## src/rtl/fa_bist_pkg.sv

```systemverilog
// Shared constants for the full-adder BIST: state codes, vector/signature sizes, signature bit mapping.
// No latency or backpressure of its own; the package holds definitions only.
package fa_bist_pkg;

  localparam int N_VEC = 8;
  localparam int SIG_W = 16;

  localparam logic [2:0] ST_IDLE   = 3'd0;
  localparam logic [2:0] ST_SANITY = 3'd1;
  localparam logic [2:0] ST_APPLY  = 3'd2;
  localparam logic [2:0] ST_REPORT = 3'd3;
  localparam logic [2:0] ST_DONE   = 3'd4;

  // Sum flag of vector v lands on bit 2v and the Cout flag on bit 2v+1.
  function automatic logic [3:0] sig_bit(input logic [2:0] vec, input logic is_cout);
    return {vec, is_cout};
  endfunction

endpackage

```

## src/rtl/fa_bist_vec_seq.sv

```systemverilog
// Steps the {A,B,Cin} vector 0..7, holding each one for SETTLE_CYCLES cycles and strobing on its last cycle.
// Strobe is combinational from the counters. Dropping en clears both counters on the next edge; there is no backpressure.
module fa_bist_vec_seq
  import fa_bist_pkg::*;
#(
  parameter int SETTLE_CYCLES = 2
) (
  input  logic       clk,
  input  logic       rst_n,
  input  logic       en,
  output logic [2:0] vec,
  output logic       sample_stb,
  output logic       last_vec
);

  localparam int ST_W = (SETTLE_CYCLES > 1) ? $clog2(SETTLE_CYCLES) : 1;

  logic [ST_W-1:0] settle_cnt;

  assign sample_stb = en && (settle_cnt == ST_W'(SETTLE_CYCLES - 1));
  assign last_vec   = (vec == 3'(N_VEC - 1));

  always_ff @(posedge clk or negedge rst_n) begin
    if (!rst_n) begin
      vec        <= 3'd0;
      settle_cnt <= '0;
    end else if (!en) begin
      vec        <= 3'd0;
      settle_cnt <= '0;
    end else if (sample_stb) begin
      vec        <= vec + 3'd1;
      settle_cnt <= '0;
    end else begin
      settle_cnt <= settle_cnt + 1'b1;
    end
  end

endmodule

```

## src/rtl/fa_bist_controller.sv

```systemverilog
// Sweeps every fault site and stuck value over all 8 vectors and reports one signature per fault; start-to-done takes 1+8*SETTLE*(1+2*N_SITES)+2*N_SITES cycles.
// There is no backpressure: sig_valid is a one-cycle strobe, start is ignored while busy, and abort wins over start.
module fa_bist_controller
  import fa_bist_pkg::*;
#(
  parameter int N_SITES       = 4,
  parameter int SITE_W        = 2,
  parameter int SETTLE_CYCLES = 2,
  parameter int CNT_W         = 4
) (
  input  logic              clk,
  input  logic              rst_n,
  input  logic              start,
  input  logic              abort,
  input  logic              fault_sum,
  input  logic              fault_cout,
  output logic              A,
  output logic              B,
  output logic              Cin,
  output logic              fault_enable,
  output logic [SITE_W-1:0] fault_site,
  output logic              stuck_val,
  output logic              busy,
  output logic              done,
  output logic              sanity_err,
  output logic              sig_valid,
  output logic [SITE_W-1:0] sig_site,
  output logic              sig_stuck,
  output logic [SIG_W-1:0]  signature,
  output logic [CNT_W-1:0]  detected_cnt,
  output logic [CNT_W-1:0]  undet_cnt
);

  logic [2:0]        state;
  logic [SITE_W-1:0] site_q;
  logic              stuck_q;
  logic [SIG_W-1:0]  sig_q;
  logic [CNT_W-1:0]  det_q;
  logic [CNT_W-1:0]  undet_q;
  logic              san_err_q;

  logic       seq_en;
  logic [2:0] vec;
  logic       sample_stb;
  logic       last_vec;

  assign seq_en = (state == ST_SANITY) || (state == ST_APPLY);

  // Gating en with abort clears the vector counter on the same edge that aborts.
  fa_bist_vec_seq #(.SETTLE_CYCLES(SETTLE_CYCLES)) u_vec_seq (
    .clk        (clk),
    .rst_n      (rst_n),
    .en         (seq_en && !abort),
    .vec        (vec),
    .sample_stb (sample_stb),
    .last_vec   (last_vec)
  );

  assign A            = seq_en & vec[2];
  assign B            = seq_en & vec[1];
  assign Cin          = seq_en & vec[0];
  assign fault_enable = (state == ST_APPLY) || (state == ST_REPORT);
  assign fault_site   = site_q;
  assign stuck_val    = stuck_q;
  assign busy         = fault_enable || (state == ST_SANITY);
  assign done         = (state == ST_DONE);
  assign sanity_err   = san_err_q;
  assign sig_valid    = (state == ST_REPORT);
  assign sig_site     = sig_valid ? site_q : '0;
  assign sig_stuck    = sig_valid & stuck_q;
  assign signature    = sig_q;
  assign detected_cnt = det_q;
  assign undet_cnt    = undet_q;

  always_ff @(posedge clk or negedge rst_n) begin
    if (!rst_n) begin
      state     <= ST_IDLE;
      site_q    <= '0;
      stuck_q   <= 1'b0;
      sig_q     <= '0;
      det_q     <= '0;
      undet_q   <= '0;
      san_err_q <= 1'b0;
    end else if (abort) begin
      state     <= ST_IDLE;
      site_q    <= '0;
      stuck_q   <= 1'b0;
      sig_q     <= '0;
      det_q     <= '0;
      undet_q   <= '0;
      san_err_q <= 1'b0;
    end else begin
      case (state)
        ST_IDLE, ST_DONE: begin
          if (start) begin
            state     <= ST_SANITY;
            site_q    <= '0;
            stuck_q   <= 1'b0;
            sig_q     <= '0;
            det_q     <= '0;
            undet_q   <= '0;
            san_err_q <= 1'b0;
          end
        end
        ST_SANITY: begin
          if (sample_stb) begin
            if (fault_sum || fault_cout) begin
              san_err_q <= 1'b1;
              state     <= ST_DONE;
            end else if (last_vec) begin
              state <= ST_APPLY;
            end
          end
        end
        ST_APPLY: begin
          if (sample_stb) begin
            sig_q <= sig_q | (SIG_W'(fault_sum) << sig_bit(vec, 1'b0))
                           | (SIG_W'(fault_cout) << sig_bit(vec, 1'b1));
            if (last_vec) state <= ST_REPORT;
          end
        end
        ST_REPORT: begin
          if (sig_q != '0) det_q <= det_q + 1'b1;
          else             undet_q <= undet_q + 1'b1;
          // Fault order: stuck-at-0 then stuck-at-1 on each site, sites ascending.
          if (!stuck_q) begin
            stuck_q <= 1'b1;
            sig_q   <= '0;
            state   <= ST_APPLY;
          end else if (site_q == SITE_W'(N_SITES - 1)) begin
            site_q  <= '0;
            stuck_q <= 1'b0;
            state   <= ST_DONE;
          end else begin
            site_q  <= site_q + 1'b1;
            stuck_q <= 1'b0;
            sig_q   <= '0;
            state   <= ST_APPLY;
          end
        end
        default: state <= ST_IDLE;
      endcase
    end
  end

endmodule

```

## config.mk

```make
export PLATFORM = sky130hd
export DESIGN_NAME = fa_bist_controller
export DESIGN_NICKNAME = d
export VERILOG_FILES = /design/src/rtl/fa_bist_pkg.sv /design/src/rtl/fa_bist_vec_seq.sv /design/src/rtl/fa_bist_controller.sv
export SDC_FILE = /design/constraint.sdc
export NUM_CORES = 1
export LEC_CHECK = 0
export CELL_PAD_IN_SITES_DETAIL_PLACEMENT = 2
export CELL_PAD_IN_SITES_GLOBAL_PLACEMENT = 2
export CORE_MARGIN = 5
export CORE_UTILIZATION = 35
export CTS_CLUSTER_DIAMETER = 200
export CTS_CLUSTER_SIZE = 20
export DETAILED_ROUTE_END_ITERATION = 6
export DONT_BUFFER_PORTS = 1
export PLACE_DENSITY_LB_ADDON = 0.1
export RECOVER_POWER = 100
export SYNTH_ARGS = -nofsm -noshare
export SYNTH_HDL_FRONTEND = slang
export SYNTH_SLANG_ARGS = --single-unit
```

## constraint.sdc

```tcl
create_clock -name clk -period 1.7 [get_ports clk]
set_input_delay 0.17 -clock clk [delete_from_list [all_inputs] [get_ports clk]]
set_output_delay 0.17 -clock clk [all_outputs]
set_load 0.01 [all_outputs]
```

==> flow_summary.json, run 1 <==
{
  "outcome": "finished clean",
  "seq_area_um2": 877,
  "nNetsFinal": 229,
  "cts_root_buf": "clkbuf_8",
  "maxCapViolCount": 0,
  "viasPerCell": 5.56,
  "synth_top_area_cell": "dfrtp_1",
  "leakage_uw": 0.00108,
  "skew_ns": 0.0116,
  "critPathCaptureType": "register",
  "grt_max_degree": 36,
  "htree_levels": 2,
  "yosysTopAreaCellShare_pct": 47.4,
  "syn_inst": 172,
  "synthTopCellsByCount": "35 x dfrtp_1, 16 x a22o_1, 14 x nand2_1, 14 x nor2_1, 8 x nor3_1",
  "yosysMostFrequentCell": "dfrtp_1",
  "ir_drop_v": 0.000439,
  "synth_area_um2": 1850,
  "synth_nets": 183,
  "cp_cell_sequence": "nor2_2 > a221oi_4 > buf_4 > buf_4 > a22o_1",
  "finalCritPeriodShare_pct": 97.1,
  "crit_arrival_ns": 1.83,
  "hold-worst-slack_ns": 0.0893,
  "setup_tns_ns": 0,
  "synthTopCellsByArea": "dfrtp_1 47%, a22o_1 7.6%, ha_1 3.4%, nand2_1 2.8%, nor2_1 2.8%",
  "worstPathRequired_ns": 1.88,
  "start_util_pct": 36.2,
  "clk_path_buf_depth": 2,
  "wl_per_cell_um": 21.3,
  "ys_seq_area_share_pct": 47.4,
  "slew_violations": 0,
  "drc_errors": 0,
  "power.density_nw_per_um2": 768,
  "critPathBufInv": 2,
  "numClockSinks": 35,
  "clk_latency_ns": 0.30,
  "hp-class": "in -> reg",
  "drtAntennaViolNets": 0,
  "cts_buffers": 5,
  "nFillCells": 550,
  "critPathKind": "reg -> reg",
  "fin_util_pct": 46.0,
  "rows": 26,
  "cp_max_fo": 8,
  "io_pins": 44,
  "antenna-diode-count": 0,
  "slowest_delay_ns": 0.45,
  "drive_above_1_share_pct": 26.9,
  "syn_avg_cell_area_um2": 10.7,
  "synth_seq_cells": 35,
  "setup_viol": 0,
  "finalHoldViolations": 0,
  "grt-ovfl-total": 0,
  "fmax_mhz": 606,
  "synth_cell_type_count": 47,
  "cpMostUsedCell": "buf_4",
  "start_kind": "register",
  "rsz0062_at_grt": "yes",
  "grt_pass1_wl_um": 9240,
  "place_hpwl_um": 4370,
  "worst_pin_slew_ns": 0.892,
  "vias": 1608,
  "multi_input_area_um2": 955,
  "slowest_stage": "dfrtp_1",
  "die_w_um": 82.7,
  "core_um2": 5110,
  "die-area_um2": 6830,
  "antenna_found_initial": 0,
  "postSynth.asyncResetShare_pct": 100,
  "slew-limit-headroom_pct": 40.5,
  "cp_top_family": "flip-flops",
  "dr.pass1.iters": 4,
  "dp.cells": 276,
  "track_usage_pct": 18.4,
  "grt_pass1_vias": 1817,
  "drt_iter0_markers": 34,
  "yosys_warnings": 0,
  "clk_pin_slew_worst_paths_ns": 0.09,
  "area_growth_pct": 27.1,
  "p_total_uw": 1800,
  "die_height_um": 82.7,
  "synth_edf_count": 0,
  "instances_no_fill": 289,
  "postRouteWirelength_um": 6170,
  "synth_ff_type": "dfrtp_1",
  "place_congestion": 0.851,
  "period_needed_ns": 1.65,
  "cts_tree": "yes",
  "port_buffers": 0
}
-- sequential cells by signal (all words and copies together), names as in the netlist --
signal	count
signature	16
detected_cnt	4
undet_cnt	4
state	3
u_vec_seq.vec	3
fault_site	2
sanity_err	1
stuck_val	1
u_vec_seq.settle_cnt	1
-- worst min-delay path: stages --
cell and delay, ns:
nand2_1 0.03, nand2_1 0.06, a21oi_1 0.07
-- per-layer routing --
metal  GRT usage, %  vias up  part of all wire, %
li1               -      741                    -
met3           4.56        5                  4.2
met4           4.08        0                 0.92
met2           35.3       30                   53
met5              0        -                    0
met1           20.1      832                   41
-- report_power, final --
part	leakage (uW)	total, uW	switching (uW)	internal (uW)
clock	0.0000587	790	345	445
sequential	0.000486	847	8.23	839
combinational	0.000540	167	98.7	68.1
-- cells in the final DEF, fill, tap and decap left out, drive strengths merged, types with 3 or more instances in the layout --
| master | n |
|---|---|
| nand3 | 4 |
| a32o | 3 |
| nand2 | 14 |
| and3b | 3 |
| buf | 28 |
| ha | 5 |
| dfrtp | 35 |
| nor4 | 5 |
| o211ai | 4 |
| a22o | 16 |
| inv | 3 |
| a21o | 4 |
| nor3 | 8 |
| o21ai | 6 |
| nor2 | 15 |
| and2 | 6 |
| clkbuf | 25 |
-- path summary, 6_finish.rpt --
path	start	end	slack, ns	cells after the start
worst max-delay path	state[1]	signature[2]	0.05	5
worst min-delay path	start	sanity_err	0.09	3
worst max register to register	state[1]	signature[2]	0.05	5
worst min register to register	sanity_err	sanity_err	0.62	2
max in group asynchronous	rst_n	state[2]	0.54	2
min in group asynchronous	rst_n	signature[6]	0.54	2
-- repair_timing --
action | 4_1_cts | 5_1_grt
gates resized for setup | 2 | 13
hold buffers | 3 | 0
setup buffers | 0 | 2
endpoints found under the setup margin | 3 | 30
pin swaps | 0 | 7
hold endpoints to repair | 38 | 0
-- layout make-up --
cell class                 count  share of cell area, %
timing repair buffer          50                   13.0
multi-input combinational    124                   40.6
clock buffer                   5                   2.93
sequential                    35                   37.3
clock inverter                 3                   2.02
tap                           70                   3.73
inverter                       2                  0.319
-- through the flow --
stage	setup WS, ns	area [um^2]
final	0.0499	2350
after detailed placement	-0.0519	2200
after CTS	0.00379	2370
after global placement	-0.00469	2200
after global routing	-0.0475	2350
after floorplan	0.0973	1850
-- kinds of logic (layout without fill, tap and decap cells) --
group | after synthesis | in the layout | share of synthesized area (%)
multiplexers | 2 | 2 | 1.08
flip-flops | 35 | 35 | 47.4
adder cells (fa/ha/maj) | 5 | 5 | 3.39
AO/OA/AOI/OAI | 48 | 48 | 21.9
XOR/XNOR | 2 | 2 | 0.948
buffers and inverters | 13 | 60 | 4.40
AND/OR/NAND/NOR | 67 | 67 | 20.9
No activity file was read; power rests on OpenSTA's default activity.
==> run 2, diff against run 1 <==
Settings changed: CORE_MARGIN 5 to 4.
==> flow_summary.json, run 2 (same netlist as run 1, synthesis figures left out) <==
{
  "clk_pin_slew_worst_paths_ns": 0.08,
  "rsz0062_at_grt": "yes",
  "cts_buffers": 5,
  "stdcell_area_um2": 2370,
  "worst_pin_slew_ns": 0.921,
  "die_w_um": 80.7,
  "period_needed_ns": 1.68,
  "setup_viol": 0,
  "crit_arrival_ns": 1.90,
  "drive_above_1_share_pct": 28.0,
  "start_kind": "register",
  "fmax_mhz": 596,
  "antenna_found_initial": 0,
  "finalCritPeriodShare_pct": 98.7,
  "drc_errors": 0,
  "clk_latency_ns": 0.29,
  "layout_common_cells": "34 x buf_4, 33 x dfrtp_1, 19 x clkbuf_1, 16 x a22o_1",
  "drt_iter0_markers": 50,
  "finalHoldViolations": 0,
  "largest_reg_flops": 16,
  "clkPwrFrac_pct": 41.0,
  "critPathKind": "reg -> reg",
  "track_usage_pct": 20.9,
  "die-area_um2": 6510,
  "slew_violations": 0,
  "leakage_uw": 0.00111,
  "antenna-diode-count": 0,
  "placed_area_um2": 2220,
  "nFillCells": 567,
  "outcome": "finished clean",
  "worstPathRequired_ns": 1.93,
  "place_congestion": 0.879,
  "switching_share_pct": 25.8,
  "io_pins": 44,
  "slew-limit-headroom_pct": 38.6,
  "postRouteWirelength_um": 6240,
  "internal_power_uw": 1280,
  "cts_root_buf": "clkbuf_8",
  "final_common_cell": "buf_4",
  "vias": 1657,
  "power.density_nw_per_um2": 727,
  "numClockSinks": 35,
  "nNetsFinal": 235,
  "power_frac_comb_pct": 9.9,
  "start_util_pct": 36.2,
  "dr.pass1.iters": 4,
  "wl_per_cell_um": 21.2,
  "drtAntennaViolNets": 0,
  "ir_drop_v": 0.000501,
  "die_height_um": 80.7,
  "core_um2": 5110,
  "rows": 26,
  "clk_path_buf_depth": 2,
  "hp-class": "in -> reg",
  "grt_pass1_vias": 1907,
  "cp_max_fo": 6,
  "place_hpwl_um": 4420,
  "grt-ovfl-total": 0,
  "htree_levels": 2,
  "critPathCaptureType": "register",
  "setup_tns_ns": 0,
  "area_growth_pct": 28.5,
  "power_frac_seq_pct": 49.1,
  "cts_tree": "yes",
  "power_switching_uw": 446,
  "viasPerCell": 5.62,
  "grt_pass1_wl_um": 10200,
  "skew_ns": 0.00262,
  "grt_max_degree": 36,
  "port_buffers": 0,
  "maxCapViolCount": 0
}
run 2: layout make-up:
| class | instances | area [um^2] | area share (%) |
|---|---|---|---|
| clock buffer | 7 | 96.3 | 4.06 |
| tap | 70 | 87.6 | 3.69 |
| sequential | 35 | 878 | 37.0 |
| timing repair buffer | 56 | 352 | 14.8 |
| clock inverter | 1 | 7.51 | 0.316 |
| multi-input combinational | 124 | 946 | 39.8 |
| inverter | 2 | 7.51 | 0.316 |
run 2: worst paths after layout:
check | slack [ns] | endpoint | start | cells after the start
min | 0.06 | sanity_err | start | 3
min reg2reg | 0.58 | sanity_err | sanity_err | 2
min in group asynchronous | 0.55 | detected_cnt[3] | rst_n | 2
max | 0.02 | signature[0] | state[1] | 4
max in group asynchronous | 0.52 | state[0] | rst_n | 2
max reg2reg | 0.02 | signature[0] | state[1] | 4
run 2: power by group through the flow:
stage	sequential, uW	clock, uW	combinational, uW
global placement	861	0	132
CTS	846	723	174
detailed placement	862	0	141
global route	848	783	190
floorplan	859	0	96.5
finish	847	708	171
run 2: routing by layer:
layer,wire length [um],up-vias,track usage (%)
li1,-,755,-
met1,2550,863,24.6
met2,3400,33,38.2
met3,236,6,4.48
met4,56,0,5.07
met5,0,-,0
run 2: per-stage QoR:
stage	setup WS (ns)	utilization, %	hold WS [ns]	std cells	total power [uW]
floorplan	0.0973	-	-0.126	172	956
global placement	0.0185	43.5	-0.125	279	993
detailed placement	-0.0556	43.5	-0.124	279	1000
CTS	0.00191	46.9	0.0529	291	1740
global route	-0.0485	46.5	0.0816	295	1820
finish	0.0221	46.5	0.0570	295	1730
run 2: worst max-delay path, cell delays in order, from the launching register on:
cell and delay, ns:
dfrtp_2 0.46, and3b_1 0.22, a221oi_4 0.40, nor3b_4 0.33, a22o_1 0.20
run 2: repair_timing:
action | in CTS | in global routing
setup buffers | 1 | 4
endpoints found under the setup margin | 12 | 28
endpoints found under the hold margin | 38 | 0
gates resized for setup | 5 | 8
pin swaps | 4 | 4
hold buffers | 3 | 0
==> patch 1: new RTL, settings of run 1 <==
`SETTLE_CYCLES` is set to 2 in 2 places; all go to 1.
--- a/src/rtl/fa_bist_vec_seq.sv
+++ b/src/rtl/fa_bist_vec_seq.sv
@@ -3,7 +3,7 @@
 module fa_bist_vec_seq
   import fa_bist_pkg::*;
 #(
-  parameter int SETTLE_CYCLES = 2
+  parameter int SETTLE_CYCLES = 1
 ) (
   input  logic       clk,
   input  logic       rst_n,
--- a/src/rtl/fa_bist_controller.sv
+++ b/src/rtl/fa_bist_controller.sv
@@ -5,7 +5,7 @@
 #(
   parameter int N_SITES       = 4,
   parameter int SITE_W        = 2,
-  parameter int SETTLE_CYCLES = 2,
+  parameter int SETTLE_CYCLES = 1,
   parameter int CNT_W         = 4
 ) (
   input  logic              clk,
Formal check against the unedited RTL: not equivalent (Yosys sat finds a counterexample within 4 cycles, from zero or initial values and one cycle with rst_n low).
==> patch 1 against run 1 <==
Synthesized cell count up 7.6%. Non-clock buffer count is 4 lower. Die area up 3.4%. Power shrank 5.6%. Fmax is 1.5% lower. Via count grew 6.3%. Cell area is 1.7% higher. Area after synthesis up 3.9%. Clock power is 22% lower. Sequential cell count is the same. Critical path depth up 1. Routed wire length increased by 2.5%. Setup slack got worse by 0.026 ns. Cell count rose by 3.5%. Critical path type unchanged. Largest power group unchanged.
==> patch 1: results (changes against run 1) <==
** Routing
- Routed vias :: 1710 (was 1608)
- Wire length on met2 :: 3.52 mm (was 3.30 mm)
- The initial DRC count was 57 (was 34).
- Wire length on met3 :: 287 um (was 261 um)
- The total wire length is 6.32 mm (was 6.17 mm).
- The average wire per cell in the routed design came to 21.1 um (was 21.3 um).
- The wire length on met1 is 2.44 mm (was 2.55 mm).

** Synthesis
- Post-synthesis share of cell area spent on full adders, half adders and majority gates :: 0.0326 (was 0.0339)
- The number of nets in the synthesized netlist is 196 (was 183).
- Most numerous cell types in the synthesized netlist :: sky130_fd_sc_hd__dfrtp_1 (35), sky130_fd_sc_hd__nand2_1 (12), sky130_fd_sc_hd__nor2_1 (12), sky130_fd_sc_hd__a22o_1 (8), sky130_fd_sc_hd__o2bb2ai_1 (8) (was sky130_fd_sc_hd__dfrtp_1 (35), sky130_fd_sc_hd__a22o_1 (16), sky130_fd_sc_hd__nand2_1 (14), sky130_fd_sc_hd__nor2_1 (14), sky130_fd_sc_hd__nor3_1 (8))
- The number of library cell types mapped by synthesis is 55 (was 47).
- Post-synthesis xor/xnor area fraction :: 0.00912 (was 0.00948)
- Syn_area_per_cell :: 10.4 um^2 (was 10.7 um^2)
- Post-synthesis compound-gate area fraction :: 0.195 (was 0.219)
- Top post-synthesis cells by area :: sky130_fd_sc_hd__dfrtp_1 (46%), sky130_fd_sc_hd__a22o_1 (3.6%), sky130_fd_sc_hd__o2bb2ai_1 (3.6%) (was sky130_fd_sc_hd__dfrtp_1 (47%), sky130_fd_sc_hd__a22o_1 (7.6%), sky130_fd_sc_hd__ha_1 (3.4%))
- The mux cell area share after synthesis was 0.0104 (was 0.0108).

** GRT
- The met2 usage came to 0.339 (was 0.353).
- GR Layer Usage met3 :: 0.0464 (was 0.0456)
- Met1 Use GR :: 0.196 (was 0.201)
- The first-pass GRT wire length came to 10.1 mm (was 9.24 mm).
- The number of global-route vias before repair was 1931 (was 1817).

** Place
- The weighted congestion reported at the end of routability-driven placement is 0.849 (was 0.851).
- Setup WS pre-CTS :: -0.117 ns (was -0.0519 ns)
- Placed cell areas :: 2240 um^2 (was 2200 um^2)
- The placed wire-length estimate after detailed placement came to 4.68 mm (was 4.37 mm).

** Power
- Power Sequential :: 859 uW (was 847 uW)
- The total clock network power was 617 uW (was 790 uW).
- The worst vdd rail ir drop was 0.396 mV (was 0.439 mV).
- Internal power :: 1.22 mW (was 1.35 mW)
- Leakage power :: 1.06 nW (was 1.08 nW)

** Outcome
- Status: finished clean (unchanged).

** Timing
- The post-route clock period utilization came to 0.986 (was 0.971).
- Worst slack on hold paths :: 0.0501 ns (was 0.0893 ns)

** Final layout
- Fill cell instance count of the final layout :: 608 (was 550)
- The share of layout cells above drive strength 1 was 0.256 (was 0.269).

** Setup path
- The peak fanout along the critical path is 2 (was 8).
- The worst reg-to-reg setup slack was 0.02 ns (was 0.05 ns).
- Worst stage delay on the critical path :: 0.40 ns (was 0.45 ns)
- The data arrival time at the worst-slack endpoint was 1.90 ns (was 1.83 ns).
==> patch 1: cell count changes after synthesis, sizes merged, moves of 3 or more <==
cell	change
a21oi	+4
o2bb2ai	+8
a31oi	+3
nor2	-3
nand4b	+3
a22o	-8
or4	+3
==> patch 1: path summary, 6_finish.rpt <==
path,cells past startpoint,from,endpoint
max,6,u_vec_seq.vec[0],state[0]
min,2,start,state[0]
max reg2reg,6,u_vec_seq.vec[0],state[0]
min reg2reg,2,sanity_err,sanity_err
max in group asynchronous,2,rst_n,state[1]
min in group asynchronous,2,rst_n,sanity_err
==> patch 1: timing repair <==
item                                    in CTS  in global routing
endpoints found under the hold margin       37                  0
setup buffers                                0                  2
pin swaps                                    0                  2
hold buffers                                 3                  0
gates resized for setup                      7                 15
endpoints found under the setup margin      17                 24
==> patch 1: layout make-up <==
cell class	count	area share
sequential	35	0.367
timing repair buffer	46	0.113
multi-input combinational	135	0.441
tap	72	0.0377
inverter	3	0.00576
clock buffer	6	0.0304
clock inverter	2	0.00524
==> patch 2: new RTL, flow settings as in run 1 <==
Made on the original files. Register the outputs `A`, `B`, `Cin`, `busy`, `done`, `sig_site` and `sig_stuck`; this adds one clock of latency there. The other outputs are not delayed to match. Comments in the files are not updated.
--- a/src/rtl/fa_bist_controller.sv
+++ b/src/rtl/fa_bist_controller.sv
@@ -56,18 +56,20 @@
     .last_vec   (last_vec)
   );
 
-  assign A            = seq_en & vec[2];
-  assign B            = seq_en & vec[1];
-  assign Cin          = seq_en & vec[0];
   assign fault_enable = (state == ST_APPLY) || (state == ST_REPORT);
   assign fault_site   = site_q;
   assign stuck_val    = stuck_q;
-  assign busy         = fault_enable || (state == ST_SANITY);
-  assign done         = (state == ST_DONE);
   assign sanity_err   = san_err_q;
   assign sig_valid    = (state == ST_REPORT);
-  assign sig_site     = sig_valid ? site_q : '0;
-  assign sig_stuck    = sig_valid & stuck_q;
+  always_ff @(posedge clk) begin
+    A         <= seq_en & vec[2];
+    B         <= seq_en & vec[1];
+    Cin       <= seq_en & vec[0];
+    busy      <= fault_enable || (state == ST_SANITY);
+    done      <= (state == ST_DONE);
+    sig_site  <= sig_valid ? site_q : '0;
+    sig_stuck <= sig_valid & stuck_q;
+  end
   assign signature    = sig_q;
   assign detected_cnt = det_q;
   assign undet_cnt    = undet_q;
Check against the original RTL: not equivalent (Yosys sat finds a counterexample within 4 cycles, from zero or initial values and one cycle with rst_n low).
==> patch 2 against run 1 <==
Setup slack got worse by 0.038 ns. Cell area grew 16%. Global-route usage grew 1.6 points. Sequential cell count increased by 8. Critical path type unchanged. Highest routed layer unchanged. Area after synthesis grew 11%. Clock skew grew 0.0011 ns. Routed wire length increased by 19%. Count of clock-buffer cells in the layout unchanged.
Power is not compared: it rests on default switching activity, and its combinational part moved more than twofold at a synthesized area within 25%.
==> patch 2: results (changes against run 1) <==
** Outcome
- Status: finished clean (unchanged).

** Synthesis
- Unique masters post-synth :: 51 (was 47)
- Most numerous cell types in the synthesized netlist: sky130_fd_sc_hd__dfrtp_1 (35), sky130_fd_sc_hd__a22o_1 (16), sky130_fd_sc_hd__nand2_1 (12), sky130_fd_sc_hd__nor2_1 (11), sky130_fd_sc_hd__dfxtp_1 (8) (was sky130_fd_sc_hd__dfrtp_1 (35), sky130_fd_sc_hd__a22o_1 (16), sky130_fd_sc_hd__nand2_1 (14), sky130_fd_sc_hd__nor2_1 (14), sky130_fd_sc_hd__nor3_1 (8)).
- The main flop type after synthesis was sky130_fd_sc_hd__dfrtp_1 (unchanged).
- Top post-synthesis cells by area :: sky130_fd_sc_hd__dfrtp_1 (43%), sky130_fd_sc_hd__dfxtp_1 (7.8%), sky130_fd_sc_hd__a22o_1 (6.8%) (was sky130_fd_sc_hd__dfrtp_1 (47%), sky130_fd_sc_hd__a22o_1 (7.6%), sky130_fd_sc_hd__ha_1 (3.4%))
- The sequential area share after synthesis came to 0.506 (was 0.474).
- The number of nets in the synthesized netlist came to 195 (was 183).
- The number of warnings issued by yosys was 0 (unchanged).
- The fraction of registers with async set/reset was 0.814 (was 1.00).

** Place
- The placed wire-length estimate after detailed placement is 4.64 mm (was 4.37 mm).
- The total placed instance area is 2370 um^2 (was 2200 um^2).
- Final weighted congestion in routability-driven placement :: 0.805 (was 0.851)
- The worst setup slack after placement is -0.0755 ns (was -0.0519 ns).

** GRT
- The number of antenna violations at the first check in global routing was 0 (unchanged).
- GR Util All Layers :: 0.200 (was 0.184)
- The first-pass GRT wire length is 11.3 mm (was 9.24 mm).
- Via count of the first global-routing pass :: 1936 (was 1817)

** Setup path
- Critical R2R Launch :: signature[3] (was state[1])
- The data arrival time at the worst-slack endpoint is 1.87 ns (was 1.83 ns).
- Highest fanout seen on the critical path :: 6 (was 8)
- R2R Path End :: detected_cnt[2] (was signature[2])
- Setup slack of the worst register-to-register path :: 0.01 ns (was 0.05 ns)

** Routing
- Number of DRC markers after the initial detailed-route iteration :: 48 (was 34)
- The total wire length was 7.34 mm (was 6.17 mm).
- Routed vias :: 1744 (was 1608)

** Worst hold path
- The startpoint of the worst hold path was abort (was start).
- Hold worst-path end :: state[1] (was sanity_err)

** Timing
- Worst Skew :: 0.0128 ns (was 0.0116 ns)
- Relative slew slack :: 0.387 (was 0.405)

** Final layout
- The layout net count was 244 (was 229).
- Fill cell instance count of the final layout :: 598 (was 550)
- The share of layout cells above drive strength 1 was 0.329 (was 0.269).

** Clock tree
- Clock buffers created by TritonCTS :: 5 (unchanged)
- Clock slew at the register clock pins of the worst setup and hold paths :: 0.10 ns
- The maximum clock insertion buffer count is 2 (unchanged).
- Root cell of the clock tree :: sky130_fd_sc_hd__clkbuf_8 (unchanged)

** Power
- Leakage power :: 1.23 nW
-- patch 2: changes by cell type in the layout (fill, tap and decap cells not counted), sizes merged, moves of 3 or more --
cell | run 1 | this run
a21oi | 2 | 5
nor2b | 0 | 3
and3b | 3 | 0
dfxtp | 0 | 8
buf | 28 | 35
a211oi | 2 | 6
and3 | 1 | 4
clkbuf | 25 | 20
nor2 | 15 | 12
-- patch 2: critical path, stage by stage, from the launching register on --
cell,delay [ns]
sky130_fd_sc_hd__dfrtp_1,0.44
sky130_fd_sc_hd__nor4_4,0.32
sky130_fd_sc_hd__buf_4,0.17
sky130_fd_sc_hd__and4_4,0.26
sky130_fd_sc_hd__nor4b_1,0.07
sky130_fd_sc_hd__a211o_1,0.29
-- patch 2: worst max path at each step --
stage,startpoint,end,slack [ns],cells past startpoint
after floorplan,u_vec_seq.vec[0],state[0],0.01,6
after global placement,u_vec_seq.vec[0],state[2],0.007,6
after detailed placement,state[1],signature[14],-0.08,5
after CTS,u_vec_seq.vec[0],state[0],-0.004,6
after global routing,signature[3],detected_cnt[2],-0.07,5
final,signature[3],detected_cnt[2],0.01,5
-- patch 2: cell type report --
cell class | count | share of cell area
timing repair buffer | 53 | 0.148
sequential | 43 | 0.382
clock inverter | 3 | 0.0161
tap | 72 | 0.0331
multi-input combinational | 126 | 0.390
inverter | 4 | 0.00552
clock buffer | 5 | 0.0253
-- patch 2: through the flow --
stage          cells  hold slack (ns)   util
4_1_cts          301           0.0482  0.468
6_report         306           0.0980  0.485
3_5_place_dp     285           -0.124  0.422
5_1_grt          306            0.113  0.485
3_3_place_gp     285           -0.125  0.422
2_1_floorplan    184           -0.126      -
-- patch 2: what timing repair did --
action,CTS,global route
gates resized for setup,13,22
pin swaps,4,9
hold buffers,4,0
buffers inserted,4,4
gates cloned,0,1
hold endpoints to repair,36,0
setup endpoints to repair,23,27
-- patch 2: where the power goes --
| group | switching, mW | total, mW | internal [mW] |
|---|---|---|---|
| logic | 0.597 | 1.09 | 0.498 |
| registers | 0.0910 | 1.19 | 1.09 |
| clock network | 0.387 | 0.825 | 0.438 |
| total | 1.08 | 3.11 | 2.03 |
-- patch 2: routing by layer --
metal  wire, um  vias to the layer above  share of wire  GRT usage
met1       2930                      894           0.40      0.227
met3        392                       11          0.053     0.0475
met5          0                        -              0          0
li1           -                      784              -          -
met4        186                        0          0.025     0.0822
met2       3820                       55           0.52      0.357
-- patch 2: cells by family (layout without fill, tap and decap cells) --
logic type,Yosys count,in the layout,share of synthesized area
simple gates,64,64,0.180
compound gates,51,51,0.213
flops,43,43,0.506
buf+inv,15,65,0.0416
fa+ha+maj,5,5,0.0306
mux,4,4,0.0208
xor+xnor,2,2,0.00856
